--- config.mk ---
export PLATFORM = sky130hd
export DESIGN_NAME = thor2022_io_bridge_flat
export DESIGN_NICKNAME = d
export VERILOG_FILES = /design/src/rtl/thor2022_io_bridge_if.sv /design/src/rtl/thor2022_io_bridge.sv /design/src/flat_wrapper.sv
export SDC_FILE = /design/constraint.sdc
export NUM_CORES = 1
export LEC_CHECK = 0
export CAP_MARGIN = 20
export CORE_AREA = 2 2 202 204
export CTS_BUF_LIST = sky130_fd_sc_hd__clkbuf_8
export DETAILED_ROUTE_END_ITERATION = 6
export DIE_AREA = 0 0 204 206
export PLACE_DENSITY = 0.68
export SLEW_MARGIN = 15
export SYNTH_ARGS = -nofsm -noshare
export SYNTH_HDL_FRONTEND = slang
export SYNTH_SLANG_ARGS = --single-unit
--- constraint.sdc ---
create_clock -name clk_i -period 12.9 [get_ports clk_i]
set_clock_uncertainty 0.1 [all_clocks]
set_input_delay 2.58 -clock clk_i [delete_from_list [all_inputs] [get_ports clk_i]]
set_output_delay 2.58 -clock clk_i [all_outputs]
set_load 0.03 [all_outputs]
--- src/rtl/thor2022_io_bridge_if.sv ---
// Bus bundle between the Thor2022 CPU data port, the I/O bridge and its peripherals.
// Signal names follow the bridge's point of view (_i into the bridge, _o out of it).
interface thor2022_io_bridge_if #(
  parameter int unsigned NSLV = 4
) ();

  // CPU side
  logic                 cyc_i;
  logic                 stb_i;
  logic                 we_i;
  logic [15:0]          sel_i;
  logic [31:0]          adr_i;
  logic [127:0]         dat_i;
  logic                 ack_o;
  logic                 err_o;
  logic [127:0]         dat_o;

  // Peripheral side
  logic [NSLV-1:0]      cs_o;
  logic                 pcyc_o;
  logic                 pstb_o;
  logic                 pwe_o;
  logic [3:0]           psel_o;
  logic [31:0]          padr_o;
  logic [31:0]          pdat_o;
  logic [NSLV-1:0]      pack_i;
  logic [NSLV*32-1:0]   pdat_i;

  // The bridge itself
  modport slave (
    input  cyc_i, stb_i, we_i, sel_i, adr_i, dat_i, pack_i, pdat_i,
    output ack_o, err_o, dat_o, cs_o, pcyc_o, pstb_o, pwe_o, psel_o, padr_o, pdat_o
  );

  // The surrounding system: CPU plus peripheral slots
  modport master (
    output cyc_i, stb_i, we_i, sel_i, adr_i, dat_i, pack_i, pdat_i,
    input  ack_o, err_o, dat_o, cs_o, pcyc_o, pstb_o, pwe_o, psel_o, padr_o, pdat_o
  );

endinterface

--- src/rtl/thor2022_io_bridge.sv ---
// Thor2022 128-bit CPU bus to 32-bit peripheral bridge.
// A request is latched in IDLE, decoded to one slot, and split into ascending 32-bit beats,
// one per byte-lane group with any select bit set. Read data is assembled lane by lane.
module thor2022_io_bridge #(
  parameter int unsigned        NSLV = 4,
  parameter logic [NSLV*32-1:0] BASE = {NSLV{32'h0}},
  parameter logic [NSLV*32-1:0] MASK = {NSLV{32'hFFFFF000}},
  parameter int unsigned        TMO  = 255
) (
  input  logic                   clk_i,
  input  logic                   rst_i,
  thor2022_io_bridge_if.slave    bus
);

  localparam int unsigned SlotW   = (NSLV > 1) ? $clog2(NSLV) : 1;
  localparam logic [15:0] TmoLast = 16'(TMO - 1);

  typedef enum logic [1:0] {
    StIdle,
    StAccess,
    StGap,
    StResp
  } state_e;

  state_e             r_state;
  logic               r_we;
  logic [15:0]        r_sel;
  logic [31:4]        r_adr;
  logic [127:0]       r_dat;
  logic [3:0]         r_pend;
  logic [SlotW-1:0]   r_slot;
  logic [15:0]        r_tmo;
  logic               r_ack;
  logic               r_err;
  logic [127:0]       r_rdat;

  state_e             w_state_nxt;
  logic [3:0]         w_pend_nxt;
  logic [15:0]        w_tmo_nxt;
  logic               w_ack_nxt;
  logic               w_err_nxt;
  logic [127:0]       w_rdat_nxt;
  logic               w_latch;

  logic [NSLV-1:0]    w_hit;
  logic [SlotW-1:0]   w_req_slot;
  logic [3:0]         w_req_pend;
  logic [1:0]         w_lane;
  logic [3:0]         w_lane_oh;
  logic [6:0]         w_dat_base;
  logic [3:0]         w_sel_base;
  logic [3:0]         w_lane_sel;
  logic [31:0]        w_lane_dat;
  logic               w_pack;
  logic [31:0]        w_pdat;
  logic [NSLV-1:0]    w_cs;

  // Address decode; the descending scan leaves the lowest-index hit in w_req_slot.
  always_comb begin
    w_hit      = '0;
    w_req_slot = '0;
    for (int k = int'(NSLV) - 1; k >= 0; k--) begin
      if ((bus.adr_i & MASK[32*k +: 32]) == (BASE[32*k +: 32] & MASK[32*k +: 32])) begin
        w_hit[k]   = 1'b1;
        w_req_slot = SlotW'(k);
      end
    end
    w_req_pend = {|bus.sel_i[15:12], |bus.sel_i[11:8], |bus.sel_i[7:4], |bus.sel_i[3:0]};
  end

  // Current beat: lowest pending lane, its slices, and the selected slot's ack/data.
  always_comb begin
    w_lane = 2'd0;
    for (int i = 3; i >= 0; i--) begin
      if (r_pend[i]) begin
        w_lane = 2'(i);
      end
    end
    w_lane_oh  = 4'b0001 << w_lane;
    w_dat_base = {w_lane, 5'b00000};
    w_sel_base = {w_lane, 2'b00};
    w_lane_sel = r_sel[w_sel_base +: 4];
    w_lane_dat = r_dat[w_dat_base +: 32];
    w_pack     = 1'b0;
    w_pdat     = '0;
    w_cs       = '0;
    for (int k = 0; k < int'(NSLV); k++) begin
      if (r_slot == SlotW'(k)) begin
        w_pack  = bus.pack_i[k];
        w_pdat  = bus.pdat_i[32*k +: 32];
        w_cs[k] = 1'b1;
      end
    end
  end

  // Next-state logic and all bus outputs, decoded from registered state.
  always_comb begin
    w_state_nxt = r_state;
    w_pend_nxt  = r_pend;
    w_tmo_nxt   = r_tmo;
    w_ack_nxt   = r_ack;
    w_err_nxt   = r_err;
    w_rdat_nxt  = r_rdat;
    w_latch     = 1'b0;

    bus.pcyc_o  = 1'b0;
    bus.pstb_o  = 1'b0;
    bus.pwe_o   = 1'b0;
    bus.cs_o    = '0;
    bus.psel_o  = '0;
    bus.padr_o  = '0;
    bus.pdat_o  = '0;
    bus.ack_o   = (r_state == StResp) && r_ack;
    bus.err_o   = (r_state == StResp) && r_err;
    bus.dat_o   = r_rdat;

    unique case (r_state)
      StIdle: begin
        if (bus.cyc_i && bus.stb_i) begin
          w_latch    = 1'b1;
          w_pend_nxt = w_req_pend;
          w_tmo_nxt  = '0;
          w_rdat_nxt = '0;
          w_ack_nxt  = 1'b0;
          w_err_nxt  = 1'b0;
          if (!(|w_hit)) begin
            w_state_nxt = StResp;
            w_err_nxt   = 1'b1;
            w_pend_nxt  = '0;
          end else if (bus.sel_i == 16'h0000) begin
            w_state_nxt = StResp;
            w_ack_nxt   = 1'b1;
          end else begin
            w_state_nxt = StAccess;
          end
        end
      end

      StAccess: begin
        bus.pcyc_o = 1'b1;
        bus.pstb_o = 1'b1;
        bus.pwe_o  = r_we;
        bus.cs_o   = w_cs;
        bus.psel_o = w_lane_sel;
        bus.padr_o = {r_adr, w_lane, 2'b00};
        bus.pdat_o = w_lane_dat;
        if (!bus.cyc_i) begin
          // CPU abandoned the cycle: drop everything, including a same-cycle ack.
          w_state_nxt = StIdle;
          w_pend_nxt  = '0;
          w_tmo_nxt   = '0;
        end else if (w_pack) begin
          if (!r_we) begin
            w_rdat_nxt[w_dat_base +: 32] = w_pdat;
          end
          w_pend_nxt = r_pend & ~w_lane_oh;
          w_tmo_nxt  = '0;
          if (|w_pend_nxt) begin
            w_state_nxt = StGap;
          end else begin
            w_state_nxt = StResp;
            w_ack_nxt   = 1'b1;
          end
        end else if (r_tmo == TmoLast) begin
          w_state_nxt = StResp;
          w_err_nxt   = 1'b1;
          w_pend_nxt  = '0;
          w_tmo_nxt   = r_tmo + 16'd1;
        end else begin
          w_tmo_nxt = r_tmo + 16'd1;
        end
      end

      StGap: begin
        bus.pcyc_o = 1'b1;
        bus.cs_o   = w_cs;
        w_tmo_nxt  = '0;
        if (!bus.cyc_i) begin
          w_state_nxt = StIdle;
          w_pend_nxt  = '0;
        end else begin
          w_state_nxt = StAccess;
        end
      end

      StResp: begin
        if (!bus.stb_i) begin
          w_state_nxt = StIdle;
          w_ack_nxt   = 1'b0;
          w_err_nxt   = 1'b0;
        end
      end

      default: begin
        w_state_nxt = StIdle;
      end
    endcase
  end

  // State register.
  always_ff @(posedge clk_i or posedge rst_i) begin
    if (rst_i) begin
      r_state <= StIdle;
    end else begin
      r_state <= w_state_nxt;
    end
  end

  // Request latch, lane bookkeeping, timeout counter and assembled read data.
  always_ff @(posedge clk_i or posedge rst_i) begin
    if (rst_i) begin
      r_we   <= 1'b0;
      r_sel  <= '0;
      r_adr  <= '0;
      r_dat  <= '0;
      r_slot <= '0;
      r_pend <= '0;
      r_tmo  <= '0;
      r_ack  <= 1'b0;
      r_err  <= 1'b0;
      r_rdat <= '0;
    end else begin
      r_pend <= w_pend_nxt;
      r_tmo  <= w_tmo_nxt;
      r_ack  <= w_ack_nxt;
      r_err  <= w_err_nxt;
      r_rdat <= w_rdat_nxt;
      if (w_latch) begin
        r_we   <= bus.we_i;
        r_sel  <= bus.sel_i;
        r_adr  <= bus.adr_i[31:4];
        r_dat  <= bus.dat_i;
        r_slot <= w_req_slot;
      end
    end
  end

endmodule
--- src/flat_wrapper.sv ---
// flat-port wrapper written by rule: the top's interface ports become plain ports
module thor2022_io_bridge_flat 
#(
  parameter int unsigned        NSLV = 4,
  parameter logic [NSLV*32-1:0] BASE = {NSLV{32'h0}},
  parameter logic [NSLV*32-1:0] MASK = {NSLV{32'hFFFFF000}},
  parameter int unsigned        TMO  = 255
)
  (clk_i, rst_i, bus_cyc_i, bus_stb_i, bus_we_i, bus_sel_i, bus_adr_i, bus_dat_i, bus_pack_i, bus_pdat_i, bus_ack_o, bus_err_o, bus_dat_o, bus_cs_o, bus_pcyc_o, bus_pstb_o, bus_pwe_o, bus_psel_o, bus_padr_o, bus_pdat_o);
  thor2022_io_bridge_if #(.NSLV(NSLV)) bus_i ();
  input  logic clk_i;
  input  logic rst_i;
  input wire logic [$bits(bus_i.cyc_i)-1:0] bus_cyc_i;
  input wire logic [$bits(bus_i.stb_i)-1:0] bus_stb_i;
  input wire logic [$bits(bus_i.we_i)-1:0] bus_we_i;
  input wire logic [$bits(bus_i.sel_i)-1:0] bus_sel_i;
  input wire logic [$bits(bus_i.adr_i)-1:0] bus_adr_i;
  input wire logic [$bits(bus_i.dat_i)-1:0] bus_dat_i;
  input wire logic [$bits(bus_i.pack_i)-1:0] bus_pack_i;
  input wire logic [$bits(bus_i.pdat_i)-1:0] bus_pdat_i;
  output wire logic [$bits(bus_i.ack_o)-1:0] bus_ack_o;
  output wire logic [$bits(bus_i.err_o)-1:0] bus_err_o;
  output wire logic [$bits(bus_i.dat_o)-1:0] bus_dat_o;
  output wire logic [$bits(bus_i.cs_o)-1:0] bus_cs_o;
  output wire logic [$bits(bus_i.pcyc_o)-1:0] bus_pcyc_o;
  output wire logic [$bits(bus_i.pstb_o)-1:0] bus_pstb_o;
  output wire logic [$bits(bus_i.pwe_o)-1:0] bus_pwe_o;
  output wire logic [$bits(bus_i.psel_o)-1:0] bus_psel_o;
  output wire logic [$bits(bus_i.padr_o)-1:0] bus_padr_o;
  output wire logic [$bits(bus_i.pdat_o)-1:0] bus_pdat_o;
  assign bus_i.cyc_i = bus_cyc_i;
  assign bus_i.stb_i = bus_stb_i;
  assign bus_i.we_i = bus_we_i;
  assign bus_i.sel_i = bus_sel_i;
  assign bus_i.adr_i = bus_adr_i;
  assign bus_i.dat_i = bus_dat_i;
  assign bus_i.pack_i = bus_pack_i;
  assign bus_i.pdat_i = bus_pdat_i;
  assign bus_ack_o = bus_i.ack_o;
  assign bus_err_o = bus_i.err_o;
  assign bus_dat_o = bus_i.dat_o;
  assign bus_cs_o = bus_i.cs_o;
  assign bus_pcyc_o = bus_i.pcyc_o;
  assign bus_pstb_o = bus_i.pstb_o;
  assign bus_pwe_o = bus_i.pwe_o;
  assign bus_psel_o = bus_i.psel_o;
  assign bus_padr_o = bus_i.padr_o;
  assign bus_pdat_o = bus_i.pdat_o;
  thor2022_io_bridge #(.NSLV(NSLV), .BASE(BASE), .MASK(MASK), .TMO(TMO)) u_core (.clk_i(clk_i), .rst_i(rst_i), .bus(bus_i));
endmodule
=== After elaboration in Yosys (flattened, before gate mapping) ===
Index checks and enable logic that the tools add are counted.

* Register bits: 325
* Input bits: 313
* Output and inout port bits: 205

* Add/subtract/negate cells: 2
* Equality and inequality tests: 14
* Shift-type cells: 5
* Muxes and demuxes: 55
* Bitwise operators: 2
* Reductions and logical operators: 21

{| class="wikitable"
|+ Operator list
! cell !! number
|-
| $mux W128 || 4
|-
| $pmux W128 S2 || 1
|-
| $bwmux W128 || 1
|-
| $shift A32 B9 Y128 const A || 1
|-
| $shiftx A128 B8 Y32 || 1
|-
| $shiftx A32 B9 Y128 || 1
|-
| $mux W32 || 2
|-
| $mux W16 || 3
|-
| $pmux W16 S3 || 1
|-
| $logic_not A32 Y1 || 1
|-
| $mux W4 || 7
|-
| $mux W2 || 11
|-
| $mux W1 || 21
|-
| $reduce_or A4 Y1 || 5
|-
| $add A16 B1 Y16 const B || 1
|-
| $eq A16 B8 Y1 const B || 1
|-
| $logic_not A16 Y1 || 1
|-
| $shiftx A16 B5 Y4 || 1
|-
| $ne A2 B2 Y1 const B || 6
|-
| $pmux W4 S3 || 1
|-
| $reduce_and A6 Y1 || 2
|-
| $neg A7 Y9 || 1
|-
| $pmux W2 S4 || 1
|-
| $ne A2 B1 Y1 const B || 3
|-
| 16 further kinds || 21
|}

=== Longest topological paths before layout ===
* Word-level depth: 12
* Mapped depth: 12

=== Worst setup path after synthesis ===
Ideal clock, no wire load.

* Path type: reg2out
* Start point: register u_core.r_pend[3]
* End point: output bus_pdat_o[19]
* Arrival: 1.776 ns
* Required time: 10.220 ns
* Path slack: 8.444 ns
* Cell stages (with the launch flop): 7
* Path buffers: 2
* Cell sequence: dfrtp_1 inv_1 a211oi_2 buf_4 buf_6 mux4_2 and2_1

* Longest elaborated chain between the ends: 6

{| class="wikitable"
|+ Ends and longest elaborated chain
! element !! line !! text
|-
| start: declaration || thor2022_io_bridge.sv:30 || <nowiki>logic [3:0] r_pend;</nowiki>
|-
| start signal: assignment || thor2022_io_bridge.sv:223 || <nowiki>r_pend <= w_pend_nxt;</nowiki>
|-
| $mux W2 (4 in a row) || thor2022_io_bridge.sv:75 || <nowiki>if (r_pend[i]) begin</nowiki>
|-
| $shiftx A128 B8 Y32 || thor2022_io_bridge.sv:83 || <nowiki>w_lane_dat = r_dat[w_dat_base +: 32];</nowiki>
|-
| $mux W32 || thor2022_io_bridge.sv:117 || <nowiki>unique case (r_state)</nowiki>
|-
| end: declaration || flat_wrapper.sv:30 || <nowiki>output wire logic [$bits(bus_i.pdat_o)-1:0] bus_pdat_o;</nowiki>
|}

No other way between the ends.

=== Worst setup path in the final report ===
* Start point: register u_core.r_state[1]
* End point: output bus_padr_o[2]

* Longest elaborated chain between the ends: 2

{| class="wikitable"
|+ Ends and longest elaborated chain
! element !! line !! text
|-
| start: declaration || thor2022_io_bridge.sv:25 || <nowiki>state_e r_state;</nowiki>
|-
| start signal: assignment || thor2022_io_bridge.sv:203 || <nowiki>r_state <= StIdle;</nowiki>
|-
| start signal: assignment || thor2022_io_bridge.sv:205 || <nowiki>r_state <= w_state_nxt;</nowiki>
|-
| $eq A2 B1 Y1 || thor2022_io_bridge.sv:117 ||
|-
| $mux W32 || thor2022_io_bridge.sv:117 ||
|-
| end: declaration || flat_wrapper.sv:29 || <nowiki>output wire logic [$bits(bus_i.padr_o)-1:0] bus_padr_o;</nowiki>
|}

No other way between the ends.

==> results by stage <==
Final layout:
- Of the cells placed in the final design, the portion with a size suffix greater than 1 is 0.0760.
- The count of fill cells added during filler insertion is 3738.
- The synthesis-to-layout area growth is 38.1%.
- The net count of the finished layout is 2232.
- After routing the design area is 20200 sq um.

STA:
- Measured against its own limit, the worst slew margin works out to 0.338.
- The number of max-slew violations in the final report is 0.
- Based on the critical path, the design can be clocked at up to 156 MHz.
- Setup repair after global routing left no endpoint under its margin.
- The number of endpoints with negative hold slack in the final report came to 0.
- The number of failing setup endpoints in the final timing report is 0.
- For the pin with the worst max-slew slack, the measured transition is 0.992 ns.
- The period utilization is 0.496.
- Setup total negative slack on the finished layout was measured at 0 ns.
- The final setup slack of the worst path is 6.50 ns.
- The worst path needs 6.40 ns of the cycle, external delays included.

Synthesis:
- The count of distinct cell types in the synthesized netlist is 53.
- Of the synthesized area, sequential elements account for 0.556.
- The commonest cells after synthesis are nand2_1 (660), dfrtp_1 (325), o31ai_1 (132).
- The post-synthesis cell count is 1524.
- The mapped cell area is 14600 sq um.
- The average footprint of a synthesized cell is 9.60 sq um.
- After synthesis the netlist holds a flip-flop and latch count of 325.
- The library cell with the highest instance count after synthesis is nand2_1.
- The cell taking the most area after synthesis is dfrtp_1.
- The share of Yosys cell area claimed by the top area cell type is 0.556.
- The predominant post-synthesis flop cell is dfrtp_1.
- The warning count from the yosys run is 0.
- After synthesis, the share of flip-flops with an asynchronous set or reset is 1.00.
- In this run, synthesis inferred 0 flip-flops with an integrated enable.
- After synthesis, the cell types taking the most area are dfrtp_1 (56%), nand2_1 (17%), o31ai_1 (6.8%).

Detailed routing:
- Summing over every cut layer, the via total after detailed routing is 12.4k.
- The per-cell via count in the routed design is 4.98.
- Once detail routing completed, the nets flagged for antenna violations numbered 0.
- The initial detailed-routing violation count is 831.
- For this block, the routed nets add up to 43.8 mm of wire.
- The first detailed-routing pass took 5 iterations.
- Dividing the detail-routed wire length by the instance count gives 17.6 um.
- The total DRC errors in the routed layout is 0.

Clock network:
- The clock sink count is 325.
- The cell sitting at the root of the clock tree is a clkbuf_8.
- The number of levels the H-tree was split into is 2.
- Post-CTS timing repair inserted 0 buffers for setup.
- The longest clock path from root to sink contains 3 buffers.
- The clock network latency to the later pin of the worst-skew pair is 0.64 ns.
- After clock tree synthesis, the flow added hold-fix buffers numbering 0.
- Clock-pin slew was measured on the worst setup and hold paths at 0.06 ns.
- TritonCTS built the clock tree.
- In this run, post-CTS repair resized a total of 0 instances.
- The number of CTS-inserted buffers is 55.

Place:
- The post-placement setup slack is 6.64 ns.
- The half-perimeter wire length of the detailed placement result is 29.4 mm.
- After detailed placement, the total cell area comes to 19100 sq um.
- The weighted congestion at the end of routability-driven global placement is 0.834.
- The quantity of I/O buffers inserted on ports is 409.

Die:
- Measured along the x axis, the die boundary spans 204 um.
- The die covers 42000 sq um.
- The die extent in y is 206 um.
- The standard-cell row count is 74.
- The core region is 40200 sq um.
- The starting density of the core is 0.364.
- The boundary pin count is 518.

Worst setup path:
- The data required time at the worst endpoint is 10.22 ns.
- The number of cell instances on the worst register-to-register path is 7.
- The worst setup path is captured at an output pin.
- For the worst setup path, the data arrival time is 3.72 ns.
- The startpoint type of the worst setup path is a register.
- The endpoint of the worst register-to-register path is u_core.r_tmo[12].
- The category of the critical setup timing path is reg2out.
- The startpoint identified for the worst register-to-register timing path is u_core.r_state[0].
- Of all nets on the critical path, the largest fanout is 45.
- The register-to-register path setup slack is 9.29 ns.

GRT:
- The initial antenna violation count is 5.
- The number of global-route vias before repair is 12.3k.
- The wire length of the first global-routing pass is 67.6 mm.
- The maximum number of pins on one net before global-route repair is 125.
- For this run, the total global-route usage over all layers was measured as 0.206.
- The total grt overflow is 0.

Min path:
- The worst hold path terminates at u_core.r_adr[20].
- The worst hold path begins at u_core.r_adr[20].
- The type of the worst min-delay path is reg2reg.
- The cell depth of the worst hold path is 2.

Power:
- The analysis attributes to cell leakage a power of 0.00925 uW.
- The sum of internal, switching and leakage power is 3750 uW.
- The worst-case IR drop observed on VDD is 0.106 mV.
- In this run the power density over the cells is 186 nW/um^2.

Flow run:
- The number of max-cap violations is 0.

Status:
- The flow ran to the end, and the final reports show no timing, DRC or antenna violations.
## placed cells by master, fill, tap and decap left out, types with 2 or more instances in the layout
cell / count
clkinvlp_4: 2
clkdlybuf4s50_1: 409
or3_1: 6
and4_1: 5
o21ai_0: 19
nor2_1: 18
o31ai_1: 132
a31oi_1: 2
nand3_1: 6
mux4_2: 36
o22ai_1: 4
nor4_1: 10
and3_1: 2
o41ai_1: 2
clkinv_2: 5
nand2b_1: 7
inv_6: 2
clkbuf_8: 69
nand4_1: 6
and2_1: 69
inv_1: 62
ha_1: 10
a211oi_1: 4
mux2_2: 2
o21a_1: 2
nand2_1: 660
a21oi_1: 13
conb_1: 5
nor2b_1: 2
dfrtp_1: 325
a41oi_1: 3
buf_4: 15
o2111ai_4: 5
mux2i_1: 4
## flip-flops by register name, summed over array words and instances (netlist names)
name              flops
u_core.bus.dat_o    128
u_core.r_ack          1
u_core.r_adr         28
u_core.r_dat        128
u_core.r_err          1
u_core.r_pend         4
u_core.r_sel         16
u_core.r_state        2
u_core.r_tmo         16
u_core.r_we           1
## per-stage QoR
step / utilization / hold slack [ns] / cells
floorplan: - / 0.338 / 1528
global placement: 0.475 / 0.350 / 2382
detailed placement: 0.475 / 0.354 / 2382
CTS: 0.503 / 0.370 / 2479
global route: 0.503 / 0.386 / 2480
finish: 0.503 / 0.367 / 2481
## cells by family after synthesis
logic type / after synthesis / synth area share
mux: 42 / 0.0597
compound gates: 193 / 0.0977
buf+inv: 149 / 0.0460
fa+ha+maj: 11 / 0.00941
other cells: 1 / 0.000256
flops: 325 / 0.556
xor+xnor: 1 / 0.000599
simple gates: 802 / 0.230
## final cells by class
cell class | instances | area (sq um) | share of cell area
Antenna cell | 1 | 2.50 | 0.000124
Clock buffer | 69 | 950 | 0.0470
Clock inverter | 28 | 141 | 0.00700
Inverter | 47 | 189 | 0.00935
Multi-Input combinational cell | 1054 | 5910 | 0.293
Sequential cell | 325 | 8130 | 0.403
Tap cell | 532 | 666 | 0.0329
Timing Repair Buffer | 425 | 4210 | 0.208
## routing by layer
layer	vias to the layer above	part of all wire	wire [um]	global-route usage
met4	4	0.025	1100	0.0652
met5	-	0.00055	24	0
li1	5830	-	-	-
met3	76	0.11	4770	0.0842
met2	500	0.47	20400	0.334
met1	5944	0.40	17500	0.251
## worst max path at each step
stage | startpoint | end | slack [ns] | cells past startpoint
detailed placement | bus_cyc_i | u_core.r_tmo[12] | 6.64 | 6
global placement | bus_cyc_i | u_core.r_tmo[10] | 6.70 | 6
floorplan | rst_i | u_core.bus.dat_o[0] | 1.22 | 1
CTS | u_core.r_state[1] | bus_padr_o[2] | 6.37 | 6
global route | u_core.r_state[1] | bus_padr_o[2] | 6.17 | 6
finish | u_core.r_state[1] | bus_padr_o[2] | 6.50 | 6
## critical path: stages (launching register included)
cell,delay (ns)
dfrtp_1,0.43
inv_1,0.14
ha_2,0.78
buf_4,0.53
inv_2,0.25
nor2_1,0.16
clkdlybuf4s50_1,0.78
## report_power, final
group | leakage [uW] | switching, uW | internal, uW
sequential | 0.00426 | 162 | 1320
combinational | 0.00436 | 832 | 530
clock | 0.000628 | 426 | 482
No activity file was read; power rests on OpenSTA's default activity.
